$ cat src/rtl/rv32_mod_exec_sequencer.sv
// Multi-cycle control sequencer for the rv32imc core: fetch, execute, optional
// memory access and a one-cycle trap, wrapped around the combinational decoder.
module rv32_mod_exec_sequencer #(
  parameter int TIMEOUT   = 255,
  parameter int TIMEOUT_W = 8
) (
  input  logic        clk,
  input  logic        rst,
  output logic        ifu_req,
  input  logic        ifu_ack,
  input  logic        ifu_err,
  output logic        ir_load,
  input  logic        dec_illegal,
  input  logic        dec_rf_write0_enable,
  input  logic        dec_mem_access,
  input  logic        dec_ram_wr,
  input  logic        dec_br_is_cond,
  input  logic        dec_br_jmp,
  input  logic        br_taken,
  output logic        lsu_req,
  output logic        lsu_wr,
  input  logic        lsu_ack,
  input  logic        lsu_err,
  output logic        rf_write0_enable,
  output logic        pc_write,
  output logic [1:0]  pc_sel,
  output logic        trap,
  output logic [1:0]  trap_cause,
  output logic [31:0] instret
);

  typedef enum logic [2:0] {
    S_RESET,
    S_FETCH,
    S_EXEC,
    S_MEM,
    S_TRAP
  } state_t;

  state_t                state, state_nxt;
  logic [TIMEOUT_W-1:0]  wait_cnt;
  logic [1:0]            cause_q, cause_nxt;
  logic [31:0]           instret_q;
  logic                  retire;
  logic                  waiting;
  logic                  timed_out;

  assign timed_out = (TIMEOUT != 0) && (wait_cnt == TIMEOUT_W'(TIMEOUT - 1));

  // rst gates every output in the same cycle so a pending handshake is abandoned at once
  always_comb begin
    state_nxt        = state;
    cause_nxt        = cause_q;
    ifu_req          = 1'b0;
    ir_load          = 1'b0;
    lsu_req          = 1'b0;
    lsu_wr           = 1'b0;
    rf_write0_enable = 1'b0;
    pc_write         = 1'b0;
    pc_sel           = 2'd0;
    trap             = 1'b0;
    trap_cause       = 2'd0;
    retire           = 1'b0;
    waiting          = 1'b0;
    case (state)
      S_RESET: state_nxt = S_FETCH;
      S_FETCH: begin
        ifu_req = 1'b1;
        if (ifu_err) begin
          state_nxt = S_TRAP;
          cause_nxt = 2'd1;
        end else if (ifu_ack) begin
          ir_load   = 1'b1;
          state_nxt = S_EXEC;
        end else begin
          waiting = 1'b1;
          if (timed_out) begin
            state_nxt = S_TRAP;
            cause_nxt = 2'd1;
          end
        end
      end
      S_EXEC: begin
        if (dec_illegal) begin
          state_nxt = S_TRAP;
          cause_nxt = 2'd2;
        end else if (dec_mem_access) begin
          state_nxt = S_MEM;
        end else begin
          rf_write0_enable = dec_rf_write0_enable;
          pc_write         = 1'b1;
          pc_sel           = (dec_br_jmp | (dec_br_is_cond & br_taken)) ? 2'd1 : 2'd0;
          retire           = 1'b1;
          state_nxt        = S_FETCH;
        end
      end
      S_MEM: begin
        lsu_req = 1'b1;
        lsu_wr  = dec_ram_wr;
        if (lsu_err) begin
          state_nxt = S_TRAP;
          cause_nxt = 2'd3;
        end else if (lsu_ack) begin
          rf_write0_enable = dec_rf_write0_enable & ~dec_ram_wr;
          pc_write         = 1'b1;
          retire           = 1'b1;
          state_nxt        = S_FETCH;
        end else begin
          waiting = 1'b1;
          if (timed_out) begin
            state_nxt = S_TRAP;
            cause_nxt = 2'd3;
          end
        end
      end
      S_TRAP: begin
        trap       = 1'b1;
        trap_cause = cause_q;
        pc_write   = 1'b1;
        pc_sel     = 2'd2;
        state_nxt  = S_FETCH;
      end
      default: state_nxt = S_RESET;
    endcase
    if (rst) begin
      ifu_req          = 1'b0;
      ir_load          = 1'b0;
      lsu_req          = 1'b0;
      lsu_wr           = 1'b0;
      rf_write0_enable = 1'b0;
      pc_write         = 1'b0;
      pc_sel           = 2'd0;
      trap             = 1'b0;
      trap_cause       = 2'd0;
      retire           = 1'b0;
    end
  end

  always_ff @(posedge clk) begin
    if (rst) begin
      state     <= S_RESET;
      cause_q   <= 2'd0;
      wait_cnt  <= '0;
      instret_q <= 32'd0;
    end else begin
      state   <= state_nxt;
      cause_q <= cause_nxt;
      if (retire)
        instret_q <= instret_q + 32'd1;
      // the wait counter restarts on every state change and saturates otherwise
      if (state_nxt != state)
        wait_cnt <= '0;
      else if (waiting && (wait_cnt != {TIMEOUT_W{1'b1}}))
        wait_cnt <= wait_cnt + 1'b1;
    end
  end

  assign instret = rst ? 32'd0 : instret_q;

endmodule

$ cat config.mk
export PLATFORM = sky130hd
export DESIGN_NAME = rv32_mod_exec_sequencer
export DESIGN_NICKNAME = d
export VERILOG_FILES = /design/src/rtl/rv32_mod_exec_sequencer.sv
export SDC_FILE = /design/constraint.sdc
export NUM_CORES = 1
export LEC_CHECK = 0
export ABC_AREA = 1
export BUFFER_PORTS_ARGS = -buffer_cell sky130_fd_sc_hd__buf_4
export CAP_MARGIN = 25
export CORE_MARGIN = 4
export CORE_UTILIZATION = 25
export DETAILED_ROUTE_END_ITERATION = 6
export PLACE_DENSITY = 0.48
export SYNTH_ARGS = -nofsm -noshare
export SYNTH_HDL_FRONTEND = slang
export SYNTH_SLANG_ARGS = --single-unit
export TNS_END_PERCENT = 20
$ cat constraint.sdc
create_clock -name clk -period 1.4 [get_ports clk]
set_input_delay 0.14 -clock clk [delete_from_list [all_inputs] [get_ports clk]]
set_output_delay 0.14 -clock clk [all_outputs]
set_load 0.03 [all_outputs]
==> impl_metrics.csv, run 1 <==
group,metric,value,unit
global_routing,grt_util_met2,0.237,
global_routing,grt_pass1_vias,3520,
route,drc,0,
clock_network,clock_latency,0.29,ns
worst_hold_path,hold_class,"in2reg",
synthesis,synthDistinctLibCells,28,
finish,fin_util,0.430,
route,vias,3837,
timing,slew_viol_final,0,
timing,hold_viol,0,
route,wl_per_cell,12.0,microns
global_routing,gr-usage-met1,0.196,
clock_network,clkTransAtPathRegs,0.07,ns
finish,num-fill-cells,1270,
placement,gp_congestion,0.870,
setup_path,crit_path_max_fanout,4,
die,rows,40,
finish,nNetsFinal,726,
finish,fin_cells,879,
synthesis,synthSimpleGateAreaFrac,0.503,
route,drtIter0Drc,119,
global_routing,grtUsageTotal,0.142,
timing,layout_setup_ws,-0.221,ns
synthesis,ys_seq_area_frac,0.286,
synthesis,synth_warnings,0,
timing,fin_crit_sh,1.16,
global_routing,grt-ovfl-total,0,
timing,worst_pin_slew,0.441,ns
clock_network,cts_inserted_buffers,5,
placement,hpwlAfterDp,8070,microns
timing,fmax,617,MHz
synthesis,ys_seq_elements,45,
run_status,failed_checks,"setup timing",
synthesis,yosys.area_share.adder,0.0119,
global_routing,grtUsageMet3,0.0187,
clock_network,htree_levels,2,
synthesis,synth_xor_xnor_area_share,0.0195,
finish,n_antenna_cell,0,
synthesis,avgSynthCellArea,5.69,sq um
power_and_ir_drop,p_per_area,616,nW/um^2
synthesis,netlist_instances,553,
setup_path,critical_path_arrival,1.48,ns
global_routing,grt_pass1_wl,16900,microns
die,initial_core_util,0.259,
synthesis,muxShareOfSynthArea,0,
finish,multi_input_area,2270,sq um
synthesis,synth_top_family_by_area,"simple AND/OR/NAND/NOR gates",
placement,dpl.cell_count,849,
run_status,outcome,"complete, but fails checks",
power_and_ir_drop,power.total,3220,uW
clock_network,cts_root_buf,"clkbuf_16",
setup_path,critPathKind,"reg2out",
clock_network,cts_tree,"done",
finish,area_delta_synth_final,66.1,%
synthesis,synth-compound-area-share,0.0644,
die,chipWidth,120,microns
timing,fin_worst_skew,0.00678,ns
clock_network,cts.path.max_buffers,2,
die,dieArea,14500,sq um
flow_run,cap_violations,0,
global_routing,grt_max_degree,18,
finish,register_area,926,sq um
route,firstDrtPassIters,6,
placement,portBuffers,55,
die,die_h,120,microns
power_and_ir_drop,cellLeakagePower,0.00226,uW
route,drt-vias-per-instance,4.37,
clock_network,cts.sinks,45,
timing,rsz0062_at_grt,"yes",
synthesis,synth_area,3150,sq um
timing,setup_violations,45,
setup_path,worst_ep_required_time,1.26,ns
timing,maxSlewHeadroom,0.703,
route,detail-route-antenna-nets,0,
timing,min_period,1.62,ns
global_routing,antenna_found_initial,0,
die,ioPinCount,56,
setup_path,endpoint_kind,"output pin",
setup_path,cp-start-kind,"flop",
timing,holdWs,0.131,ns
power_and_ir_drop,peakVddDrop,0.631,mV
finish,drive_gt1_frac,0.405,
synthesis,syn_nets,569,
global_routing,busiest_layer,"met2",
route,totalWireLength,10500,microns
die,coreArea,12200,sq um
-- worst max-delay path, stage by stage, from the launching register on --
cell     delay, ns
dfxtp_4       0.39
buf_6         0.12
nand3_1       0.10
buf_4         0.16
buf_4         0.14
nor3_2        0.11
buf_4         0.18
-- sequential cells by signal, summed over array words and instances, names as in the netlist --
register,cells
instret_q,32
state,3
wait_cnt,8
cause_q,2
-- cell type report --
cell class	count	area share
tap	168	0.0402
clock inverter	3	0.0124
sequential	45	0.177
clock buffer	5	0.0239
inverter	81	0.0610
timing repair buffer	161	0.251
multi-input combinational	416	0.434
-- per-layer routing --
metal	share of wire	vias to the layer above
met5	0	-
met4	0.013	0
met3	0.021	11
met2	0.47	42
met1	0.49	1762
li1	-	2022
-- kinds of logic after synthesis --
logic type	Yosys count
xor gates and xnor gates	7
adders and majority gates	3
DFF	45
buffers and inverters	92
and+or+nand+nor	367
AOI/OAI and AO/OA	39
-- per-stage QoR --
stage               area [sq um]  setup TNS, ns  setup slack [ns]
floorplan                   3160        -0.0804           -0.0408
global placement            4380          -2.67            -0.171
detailed placement          4380          -3.16            -0.170
CTS                         4840          -2.78            -0.186
global route                5230          -8.80            -0.285
finish                      5230          -4.76            -0.221
-- where the power goes --
part           total (uW)  switching, uW  internal [uW]
logic                 371            210            162
clock network        1540            524           1020
registers            1310           17.2           1290
total                3220            751           2470
-- cell usage after synthesis --
master      n  area share
nor3_1     21       0.033
inv_2       5      0.0060
nand2_4     2      0.0072
dfxtp_1    45        0.29
nand2_2     6       0.012
xor2_1      7       0.019
nor2_4      3       0.011
buf_6       2      0.0072
inv_1      75       0.089
a21oi_1    28       0.045
nand4_1     8       0.016
clkinv_1    1      0.0012
nor2_2     11       0.022
a211oi_2    1      0.0040
o21ai_0    10       0.016
nor2_1    117        0.14
clkbuf_1    7      0.0083
nand2_1   162        0.19
nor4_1      1      0.0020
ha_1        3       0.012
nor3_2      1      0.0032
nand3_2     2      0.0064
nand3b_2    1      0.0036
clkbuf_2    1      0.0016
nand3_1    30       0.048
nand3b_1    1      0.0024
nand4_2     1      0.0040
buf_2       1      0.0016
-- final timing paths --
path               from       endpoint  slack [ns]  depth (start not counted)
min reg2reg  cause_q[1]     cause_q[1]        0.47                          2
max            state[0]         lsu_wr       -0.22                          6
max reg2reg    state[1]   instret_q[4]       -0.19                         12
min                 rst  instret_q[11]        0.13                          2
-- timing repair --
item,4_1_cts,5_1_grt
setup endpoints to repair,48,51
gates resized for setup,67,80
gates cloned,1,0
pin swaps,13,31
endpoints found under the hold margin,0,0
hold buffers,0,0
setup buffers,9,13
-- placed cells by master (no fill, tap or decap), types with 2 or more instances in the layout --
master / instances
nor2_2: 24
bufinv_16: 2
nand2_2: 12
dfxtp_4: 3
buf_4: 141
inv_2: 6
nor2_1: 87
nand4_1: 8
nand2_1: 148
buf_12: 3
xor2_1: 7
o21ai_0: 4
inv_4: 3
nand2_4: 10
o21ai_1: 6
nand3_1: 26
a21oi_2: 7
nor3_4: 3
a21oi_1: 21
nor3_1: 11
inv_1: 70
clkbuf_16: 5
ha_1: 2
nor3_2: 8
buf_6: 16
dfxtp_1: 31
dfxtp_2: 11
nor2_4: 20
nand3_2: 5
(Power assumes the default switching activity.)
==> run 2, diff against run 1 <==
CORE_ASPECT_RATIO = 0.8   (was default)
CORE_UTILIZATION = 60   (was 25)
PLACE_DENSITY = 0.9   (was 0.48)
clock period = 2.1 ns   (was 1.4 ns; I/O delays follow)
==> run 2 against run 1 <==
  * The flow now finishes without violations
  * Non-clock buffer count fell by 104
  * Final area fell by 29%
  * Via count fell by 5.7%
  * Register-to-register slack improved by 0.48 ns
  * Critical endpoint is now rf_write0_enable
  * Largest power group is now sequential cells
==> impl_metrics.csv, run 2 (synthesized netlist as in run 1, its figures left out) <==
group,metric,value,unit
setup_path,critical_path_arrival,1.69,ns
timing,fin_worst_skew,0.00480,ns
finish,final_cell_mix,"nand2_1 (162), nor2_1 (117), inv_1 (75)",
die,initial_core_util,0.625,
route,drc,0,
placement,dpl_cell_area,3590,sq um
finish,top_register,"instret_q",
setup_path,critPathSlowestCell,"dfxtp_1",
clock_network,cts.sinks,45,
finish,n_antenna_cell,0,
power_and_ir_drop,cellLeakagePower,0.00155,uW
placement,portBuffers,55,
timing,layout_setup_ws,0.204,ns
clock_network,cts-resized-gates,0,
finish,largest_reg_flops,32,
timing,rsz0062_at_grt,"no",
timing,fin_crit_sh,0.903,
global_routing,grt_max_degree,42,
global_routing,grt_pass1_wl,14900,microns
finish,layout_commonest_cell,"nand2_1",
clock_network,cts_hold_buf,0,
finish,drive_gt1_frac,0.160,
clock_network,cts_tree,"done",
setup_path,worst_ep_required_time,1.89,ns
timing,hold_viol,0,
die,dieArea,6480,sq um
clock_network,htree_levels,2,
timing,slew_viol_final,0,
global_routing,grt_pass1_vias,3390,
timing,setup_violations,0,
timing,maxSlewHeadroom,0.652,
clock_network,clock_latency,0.31,ns
global_routing,grtUsageTotal,0.290,
power_and_ir_drop,peakVddDrop,0.338,mV
clock_network,cts_root_buf,"clkbuf_8",
timing,worst_pin_slew,0.522,ns
global_routing,grt-ovfl-total,0,
placement,hpwlAfterDp,6680,microns
worst_hold_path,hold_class,"in2reg",
die,coreArea,5040,sq um
clock_network,cts_inserted_buffers,5,
flow_run,cap_violations,0,
placement,gp_congestion,0.971,
route,totalWireLength,8740,microns
route,firstDrtPassIters,7,
clock_network,cts_setup_buffers,0,
setup_path,crit_chain,"nand2_1 > nor2_2 > nand2_1 > nand2_4 > nand2_4 > nor2_1 > buf_4",
global_routing,antenna_found_initial,0,
placement,place_ws,0.356,ns
timing,finalSetupTns,0,ns
clock_network,cts.path.max_buffers,2,
run_status,outcome,"finished, final reports clean",
clock_network,clkTransAtPathRegs,0.09,ns
setup_path,endpoint_kind,"output pin",
die,rows,23,
power_and_ir_drop,power.total,1710,uW
setup_path,cp-start-kind,"flop",
die,ioPinCount,56,
finish,nNetsFinal,622,
setup_path,critPathKind,"reg2out",
die,chipWidth,89.0,microns
route,vias,3618,
timing,holdWs,0.221,ns
finish,design_area,3710,sq um
route,drt-vias-per-instance,5.41,
route,wl_per_cell,13.1,microns
die,die_h,72.8,microns
route,detail-route-antenna-nets,0,
timing,min_period,1.90,ns
setup_path,cpPeakStageDelay,0.43,ns
power_and_ir_drop,p_per_area,461,nW/um^2
finish,reg_top3,"instret_q (32), wait_cnt (8), state (3)",
finish,area_delta_synth_final,17.9,%
setup_path,crit_path_max_fanout,16,
route,drtIter0Drc,258,
timing,fmax,527,MHz
## run 2: cell count changes in the layout (fill, tap and decap cells not counted), sizes merged
| cell | change |
|---|---|
| buf | -104 |
| bufinv | -1 |
| clkbuf | +2 |
| clkinv | -1 |
## run 2: area by class of cell
class | count | area, sq um
clock buffers | 7 | 86.3
clock inverters | 1 | 30.0
fillers | 458 | 1330
inverters | 81 | 304
multi-input cells | 416 | 1880
flip-flops and latches | 45 | 901
well taps | 62 | 77.6
repair buffers | 57 | 428
## run 2: power by group
| group | internal (uW) | switching [uW] |
|---|---|---|
| Clock | 388 | 315 |
| Sequential | 859 | 7.95 |
| Combinational | 43.6 | 95.6 |
## run 2: path summary, 6_finish.rpt
| path | start | to | slack (ns) | cells past startpoint |
|---|---|---|---|---|
| max | state[0] | rf_write0_enable | 0.20 | 7 |
| min | rst | instret_q[28] | 0.22 | 2 |
| max reg2reg | state[0] | instret_q[8] | 0.29 | 9 |
| min reg2reg | cause_q[1] | cause_q[1] | 0.47 | 2 |
## run 2: metrics by stage
step | utilization | cells
floorplan | - | 553
global placement | 0.714 | 661
detailed placement | 0.714 | 661
CTS | 0.737 | 669
global route | 0.737 | 669
finish | 0.737 | 669
## run 2: metal layers
layer / GRT usage / part of all wire
met1: 0.405 / 0.45
met2: 0.448 / 0.44
met3: 0.0530 / 0.099
met4: 0.102 / 0.017
met5: 0 / 0
## run 2: critical path: cells and delay by family (launching register included)
| family | cells | cell delay (ns) |
|---|---|---|
| DFF | 1 | 0.43 |
| buffers and inverters | 1 | 0.17 |
| and+or+nand+nor | 6 | 0.77 |
